**src/rtl/controle_pkg.sv**
```systemverilog
// Shared encodings for the multi-cycle control unit: states, opcodes,
// ALU operand/operation selects and the control output bundle.
package controle_pkg;

  localparam int ST_W = 4;

  typedef enum logic [ST_W-1:0] {
    S_FETCH  = 4'd0,
    S_DECODE = 4'd1,
    S_EXEC_R = 4'd2,
    S_ADDR   = 4'd3,
    S_MEM_RD = 4'd4,
    S_MEM_WR = 4'd5,
    S_WB_R   = 4'd6,
    S_WB_MEM = 4'd7,
    S_BRANCH = 4'd8,
    S_EXEC_I = 4'd9,
    S_WB_I   = 4'd10,
    S_ILEGAL = 4'd15
  } estado_t;

  localparam logic [5:0] OP_RTYPE = 6'b000000;
  localparam logic [5:0] OP_LW    = 6'b100011;
  localparam logic [5:0] OP_SW    = 6'b101011;
  localparam logic [5:0] OP_BEQ   = 6'b000100;
  localparam logic [5:0] OP_ADDI  = 6'b001000;

  localparam logic [1:0] SRCB_B     = 2'b00;
  localparam logic [1:0] SRCB_4     = 2'b01;
  localparam logic [1:0] SRCB_IMM   = 2'b10;
  localparam logic [1:0] SRCB_IMMSH = 2'b11;

  localparam logic [1:0] ALUOP_ADD   = 2'b00;
  localparam logic [1:0] ALUOP_SUB   = 2'b01;
  localparam logic [1:0] ALUOP_FUNCT = 2'b10;

  // Every datapath select/enable driven by the control unit
  typedef struct packed {
    logic       pcWrite;
    logic       pcWriteCond;
    logic       iorD;
    logic       memRead;
    logic       memWrite;
    logic       irWrite;
    logic       memToReg;
    logic       regDst;
    logic       regWrite;
    logic       aluSrcA;
    logic [1:0] aluSrcB;
    logic [1:0] aluOp;
  } ctrl_t;

endpackage

```
**src/rtl/controle_saidas.sv**
```systemverilog
// Combinational decode from the current state (and memory ready, for the
// fetch-time IR/PC load) to the control output bundle.
module controle_saidas
  import controle_pkg::*;
(
  input  logic [ST_W-1:0] estado_i,
  input  logic            memPronta_i,
  output ctrl_t           ctrl_o
);

  // Anything not listed for a state stays 0; unused encodings drive nothing
  always_comb begin
    ctrl_o = '0;
    case (estado_i)
      S_FETCH: begin
        ctrl_o.memRead = 1'b1;
        ctrl_o.aluSrcB = SRCB_4;
        ctrl_o.aluOp   = ALUOP_ADD;
        // IR load and PC+4 commit only on the cycle the read completes
        ctrl_o.irWrite = memPronta_i;
        ctrl_o.pcWrite = memPronta_i;
      end
      S_DECODE: begin
        ctrl_o.aluSrcB = SRCB_IMMSH;
        ctrl_o.aluOp   = ALUOP_ADD;
      end
      S_EXEC_R: begin
        ctrl_o.aluSrcA = 1'b1;
        ctrl_o.aluSrcB = SRCB_B;
        ctrl_o.aluOp   = ALUOP_FUNCT;
      end
      S_WB_R: begin
        ctrl_o.regDst   = 1'b1;
        ctrl_o.regWrite = 1'b1;
      end
      S_ADDR: begin
        ctrl_o.aluSrcA = 1'b1;
        ctrl_o.aluSrcB = SRCB_IMM;
        ctrl_o.aluOp   = ALUOP_ADD;
      end
      S_MEM_RD: begin
        ctrl_o.memRead = 1'b1;
        ctrl_o.iorD    = 1'b1;
      end
      S_MEM_WR: begin
        ctrl_o.memWrite = 1'b1;
        ctrl_o.iorD     = 1'b1;
      end
      S_WB_MEM: begin
        ctrl_o.memToReg = 1'b1;
        ctrl_o.regWrite = 1'b1;
      end
      S_BRANCH: begin
        ctrl_o.aluSrcA     = 1'b1;
        ctrl_o.aluSrcB     = SRCB_B;
        ctrl_o.aluOp       = ALUOP_SUB;
        ctrl_o.pcWriteCond = 1'b1;
      end
      S_EXEC_I: begin
        ctrl_o.aluSrcA = 1'b1;
        ctrl_o.aluSrcB = SRCB_IMM;
        ctrl_o.aluOp   = ALUOP_ADD;
      end
      S_WB_I: begin
        ctrl_o.regWrite = 1'b1;
      end
      default: ctrl_o = '0;
    endcase
  end

endmodule

```
**src/rtl/controle_multiciclo.sv**
```systemverilog
// Multi-cycle MIPS control unit: state register, opcode-driven sequencing
// and sticky illegal-opcode flag. Output decode lives in controle_saidas.
module controle_multiciclo
  import controle_pkg::*;
#(
  parameter int OP_W    = 6,
  parameter int ALUOP_W = 2
) (
  input  logic               clk,
  input  logic               reset,
  input  logic [OP_W-1:0]    opcode,
  input  logic               zero,
  input  logic               memPronta,
  output logic               pcWrite,
  output logic               pcWriteCond,
  output logic               iorD,
  output logic               memRead,
  output logic               memWrite,
  output logic               irWrite,
  output logic               memToReg,
  output logic               regDst,
  output logic               regWrite,
  output logic               aluSrcA,
  output logic [1:0]         aluSrcB,
  output logic [ALUOP_W-1:0] aluOp,
  output logic               excecao,
  output logic [3:0]         estado
);

  logic [ST_W-1:0] estado_q, estado_d;
  logic            excecao_q, excecao_d;
  ctrl_t           ctrl;

  // The branch condition is applied in the datapath (pcWriteCond & zero)
  logic unused_zero;
  assign unused_zero = zero;

  // Next-state sequencing; any unknown encoding falls into ILEGAL
  always_comb begin
    estado_d = estado_q;
    case (estado_q)
      S_FETCH:  if (memPronta) estado_d = S_DECODE;
      S_DECODE: begin
        if (opcode == OP_W'(OP_RTYPE))                                 estado_d = S_EXEC_R;
        else if (opcode == OP_W'(OP_LW) || opcode == OP_W'(OP_SW))     estado_d = S_ADDR;
        else if (opcode == OP_W'(OP_BEQ))                              estado_d = S_BRANCH;
        else if (opcode == OP_W'(OP_ADDI))                             estado_d = S_EXEC_I;
        else                                                           estado_d = S_ILEGAL;
      end
      S_EXEC_R: estado_d = S_WB_R;
      S_WB_R:   estado_d = S_FETCH;
      // IR is frozen (irWrite=0), so the opcode is still the one decoded
      S_ADDR: begin
        if (opcode == OP_W'(OP_LW))      estado_d = S_MEM_RD;
        else if (opcode == OP_W'(OP_SW)) estado_d = S_MEM_WR;
        else                             estado_d = S_ILEGAL;
      end
      S_MEM_RD: if (memPronta) estado_d = S_WB_MEM;
      S_MEM_WR: if (memPronta) estado_d = S_FETCH;
      S_WB_MEM: estado_d = S_FETCH;
      S_BRANCH: estado_d = S_FETCH;
      S_EXEC_I: estado_d = S_WB_I;
      S_WB_I:   estado_d = S_FETCH;
      S_ILEGAL: estado_d = S_ILEGAL;
      default:  estado_d = S_ILEGAL;
    endcase
  end

  // Exception flag rises together with entry into ILEGAL and sticks
  assign excecao_d = excecao_q | (estado_d == S_ILEGAL);

  // State and exception registers, synchronous reset aborts any instruction
  always_ff @(posedge clk) begin
    if (reset) begin
      estado_q  <= S_FETCH;
      excecao_q <= 1'b0;
    end else begin
      estado_q  <= estado_d;
      excecao_q <= excecao_d;
    end
  end

  controle_saidas u_saidas (
    .estado_i    (estado_q),
    .memPronta_i (memPronta),
    .ctrl_o      (ctrl)
  );

  // Reset silences every output so no write escapes an aborted instruction
  assign pcWrite     = ~reset & ctrl.pcWrite;
  assign pcWriteCond = ~reset & ctrl.pcWriteCond;
  assign iorD        = ~reset & ctrl.iorD;
  assign memRead     = ~reset & ctrl.memRead;
  assign memWrite    = ~reset & ctrl.memWrite;
  assign irWrite     = ~reset & ctrl.irWrite;
  assign memToReg    = ~reset & ctrl.memToReg;
  assign regDst      = ~reset & ctrl.regDst;
  assign regWrite    = ~reset & ctrl.regWrite;
  assign aluSrcA     = ~reset & ctrl.aluSrcA;
  assign aluSrcB     = reset ? 2'b00 : ctrl.aluSrcB;
  assign aluOp       = reset ? '0 : ALUOP_W'(ctrl.aluOp);
  assign excecao     = ~reset & excecao_q;
  assign estado      = reset ? 4'd0 : estado_q;

endmodule

```
**config.mk**
```make
export PLATFORM = sky130hd
export DESIGN_NAME = controle_multiciclo
export DESIGN_NICKNAME = d
export VERILOG_FILES = /design/src/rtl/controle_pkg.sv /design/src/rtl/controle_saidas.sv /design/src/rtl/controle_multiciclo.sv
export SDC_FILE = /design/constraint.sdc
export NUM_CORES = 1
export LEC_CHECK = 0
export ABC_CLOCK_PERIOD_IN_PS = 1600
export CORE_MARGIN = 5
export CORE_UTILIZATION = 41
export CTS_CLUSTER_DIAMETER = 40
export DETAILED_ROUTE_END_ITERATION = 16
export GPL_TIMING_DRIVEN = 0
export PLACE_DENSITY = 0.89
export SETUP_SLACK_MARGIN = 0.1
export SLEW_MARGIN = 20
export SYNTH_ARGS = -nofsm -noshare
export SYNTH_HDL_FRONTEND = slang
export SYNTH_HIERARCHICAL = 1
export SYNTH_SLANG_ARGS = --single-unit
```
**constraint.sdc**
```tcl
create_clock -name clk -period 1.6 [get_ports clk]
set_input_delay 0.32 -clock clk [delete_from_list [all_inputs] [get_ports clk]]
set_output_delay 0.32 -clock clk [all_outputs]
set_load 0.01 [all_outputs]
```
==> results of run 1 <==
==> critical path, stage by stage (launching register included) <==
cell                      delay [ns]
sky130_fd_sc_hd__dfxtp_2        0.32
sky130_fd_sc_hd__buf_6          0.13
sky130_fd_sc_hd__buf_4          0.13
sky130_fd_sc_hd__and2b_1        0.16
sky130_fd_sc_hd__o21a_1         0.16
sky130_fd_sc_hd__nor2b_1        0.12
sky130_fd_sc_hd__buf_2          0.13
==> cell families after synthesis <==
group	count (synthesis)	synth area share, %
AOI/OAI and AO/OA	18	18.5
xor gates and xnor gates	2	2.64
buffers and inverters	12	12.8
DFF	5	15.1
and+or+nand+nor	53	50.9
==> placed cells by master, fill, tap and decap left out, types with 2 or more instances in the layout <==
master | synthesis | layout
sky130_fd_sc_hd__dfxtp_4 | 0 | 2
sky130_fd_sc_hd__nand2b_4 | 1 | 2
sky130_fd_sc_hd__dlymetal6s2s_1 | 0 | 6
sky130_fd_sc_hd__inv_1 | 2 | 2
sky130_fd_sc_hd__nor2_1 | 7 | 6
sky130_fd_sc_hd__buf_2 | 2 | 17
sky130_fd_sc_hd__nor3_2 | 0 | 4
sky130_fd_sc_hd__a21oi_1 | 6 | 4
sky130_fd_sc_hd__a21o_1 | 2 | 2
sky130_fd_sc_hd__nor2b_1 | 19 | 17
sky130_fd_sc_hd__buf_4 | 2 | 11
sky130_fd_sc_hd__or3b_4 | 1 | 2
sky130_fd_sc_hd__dfxtp_2 | 0 | 2
sky130_fd_sc_hd__clkbuf_4 | 0 | 4
sky130_fd_sc_hd__xnor2_1 | 2 | 2
sky130_fd_sc_hd__dlygate4sd2_1 | 0 | 2
sky130_fd_sc_hd__nand3b_1 | 4 | 4
sky130_fd_sc_hd__nand2_1 | 4 | 4
sky130_fd_sc_hd__buf_6 | 4 | 14
==> state kept, by name, indices dropped and copies added, names as in the netlist <==
register	cells
excecao_q	1
estado_q	4
==> final cells by class <==
| class | instances | area share (%) |
|---|---|---|
| multi-input cells | 73 | 49.6 |
| repair buffers | 44 | 28.3 |
| flip-flops and latches | 5 | 8.98 |
| plain buffers | 10 | 8.78 |
| clock buffers | 4 | 2.14 |
| well taps | 16 | 1.63 |
| inverters | 2 | 0.612 |
==> metal layers <==
layer | up-vias | track usage (%) | share of wire (%)
met2 | 33 | 26.8 | 51
met1 | 378 | 16.4 | 40
met5 | - | 0 | 0
li1 | 402 | - | -
met3 | 5 | 5.62 | 7.7
met4 | 0 | 7.42 | 1.6
==> timing repair <==
| action | CTS | global route |
|---|---|---|
| pin swaps | 4 | 16 |
| setup buffers | 7 | 9 |
| resized for setup | 96 | 31 |
| setup endpoints to repair | 23 | 23 |
| cloned | 0 | 1 |
==> worst paths after layout <==
path	start	endpoint	slack (ns)	depth (start not counted)
worst max-delay path	estado_q[2]	regWrite	-0.12	6
worst min-delay path	memPronta	estado_q[1]	0.57	4
worst max register to register	estado_q[0]	estado_q[1]	0.08	6
worst min register to register	excecao_q	excecao_q	0.59	2
==> power by group through the flow <==
stage / sequential (mW) / clock, mW / combinational [mW]
after floorplan: 0.227 / 0 / 0.789
final: 0.264 / 0.149 / 1.61
after detailed placement: 0.240 / 0 / 1.12
after global placement: 0.238 / 0 / 1.09
after CTS: 0.259 / 0.153 / 1.26
after global routing: 0.274 / 0.169 / 1.75
==> metrics by stage <==
stage          hold WS [ns]  power [mW]  TNS, ns  setup slack, ns  utilization, %
3_3_place_gp          0.575        1.33   -10.48           -0.617            62.6
2_1_floorplan         0.518        1.02        0            0.201               -
3_5_place_dp          0.587        1.36   -10.88           -0.620            62.6
5_1_grt               0.595        2.19    -1.22           -0.213            80.5
6_report              0.572        2.02   -0.354           -0.118            80.5
4_1_cts               0.600        1.67   -0.162           -0.129            68.9
==> results.md, run 1 <==
- The number of clock buffers inserted by TritonCTS is 3.
- For the pin with the worst max-slew slack, the measured transition is between 0.3 and 0.4 ns.
- CTS built an H-tree with a depth of 1.
- The cell count after synthesis came out at 90.
- The biggest area contributor in the post-synthesis netlist is sky130_fd_sc_hd__nor2b_1.
- The sum of routed wire length over all layers is 2100 um.
- 29 I/O pins were placed.
- The width of the die is ~50 um.
- The static leakage power is 0.595 nW.
- The clock drives 5 sinks.
- Of the total power, combinational logic draws around four fifths.
- STA classifies the critical path endpoint as an output pin.
- After routing the design area is 1230 sq um.
- The distinct cell type count after synthesis is 36.
- The count of unresolved DRC violations after routing is 0.
- The min-delay analysis places its worst path in the category in -> reg.
- The site row count is 14.
- The peak supply drop is 0.928 mV.
- For this run, the register share of the synthesized area comes to 15.1%.
- Summing all placed instances gives a cell area of ~950 sq um.
- The checks that failed: setup timing.
- STA classifies the critical path startpoint as a flip-flop.
- The flow ran to the end, but the final reports show violations.
- The total area inside the core boundary comes to between 1500 and 2000 sq um.
- The internal power of the cells is 1.20 mW.
- Registers are responsible for 13.1% of the overall power.
- The post-synthesis instance area is 663 sq um.
- The clock passes through at most 2 buffers.
- Data on the critical path is required at its endpoint by 1.28 ns.
- The switching power is 824 uW.
- The initial core utilization is 43.5%.
- The maximum frequency from static timing analysis is 0.582 GHz.
- The clock latency on the worst-skew pair is 0.25 ns.
- The clock tree root buffer cell is sky130_fd_sc_hd__clkbuf_4.
- The number of filler instances in the final layout is 90.
- Headroom to the max-slew limit came out at 78.9%.
- The predominant post-synthesis flop cell is sky130_fd_sc_hd__dfxtp_1.
- The initial antenna violation count came to 0.
- The count of input and output buffers is 27.
- Setup repair after global routing could not meet its margin everywhere.
- The number of nets in the finished design is 149.
- The via count of the first global-routing pass came to 744.
- The area added between synthesis and finish is 84.9%.
- In this run, synthesis produced a sequential element count of 5.
- For this design, the CTS-stage hold fixing added 0 buffers.
- Counting flops with an async set or reset pin after synthesis yields a share of 0%.
- The global-route usage over all layers is 15.5%.
- The worst clock skew on the final layout is 0.00249 ns.
- The power density normalized to cell area is 1650 nW/um^2.
- The setup path with the least slack is of type reg -> out.
- After global routing the overflow that remains totals 0.
- The total area of sequential cells is 110 sq um.
- Sorting the synthesized cells by area gives the leading types as sky130_fd_sc_hd__nor2b_1 (18%), sky130_fd_sc_hd__dfxtp_1 (15%), sky130_fd_sc_hd__buf_6 (6.8%).
- After synthesis, the most frequently instantiated cells are sky130_fd_sc_hd__nor2b_1 (19), sky130_fd_sc_hd__nor2_1 (7), sky130_fd_sc_hd__a21oi_1 (6).
- The die covers 2520 sq um.
- The final weighted congestion in routability-driven placement is 0.828.
- The number of max-capacitance violations reported is 0.
- Summed over its instances, the top area cell type makes up 17.9% of the synthesized netlist area.
- The average routed wire per standard cell is 13.6 um.
- TritonCTS built the clock tree.
- During synthesis, Yosys emitted a total of 6 warnings.
- The number of vias per cell after detailed routing is ~5.3.
- The final-report max-slew violation count is 0.
- The largest driver fanout on the critical path is 6.
- The layout cell share with drive strength beyond 1 is 55.1%.
- Dividing the final minimum period by the clock period gives 107%.
- The detail route stage leaves a number of antenna-violating nets equal to 0.
- By instance count, the leading cell after synthesis is sky130_fd_sc_hd__nor2b_1.
- The pin count of the biggest net entering global routing is 11.
- The first-pass iteration count of the detailed router is 4.
- The switching share of power is 40.8%.
- Summed over all nets, the half-perimeter wirelength after detailed placement is 1250 um.
- The number of cells after detailed placement is 133.
- The area of the multi-input gates is 608 sq um.
- The number of hold-slack violations in the final timing report is 0.
- The detailed router finished its first iteration with 5 violations.
- The final setup violation count is 7.
- The synthesized area per cell is 7.37 sq um.
- The final worst slack is -0.118 ns.
- The number of synthesized flops with an enable pin is 0.
- The routed via count is 818.
- The post-layout instance count excluding filler cells is 154.
- The number of nets handed over by synthesis was 100.
- The vertical die dimension is 50.2 um.
- 0 antenna diodes ended up in the layout.
- Clock-pin slew was measured on the worst setup and hold paths at 0.04 ns.
- The post-layout minimum cycle time is 1.72 ns.
- The fraction of power consumed by the clock network is between 7 and 8%.
- The wire length of the first global-routing pass is ~3200 um.
- For the worst setup path, the data arrival time is 1.40 ns.
(Power assumes the default switching activity.)
==> run 2: changes to the inputs <==
Settings changed: CAP_MARGIN set to 20.
==> results of run 2 <==
No change in the layout: final DEF, timing and power equal those of run 1.
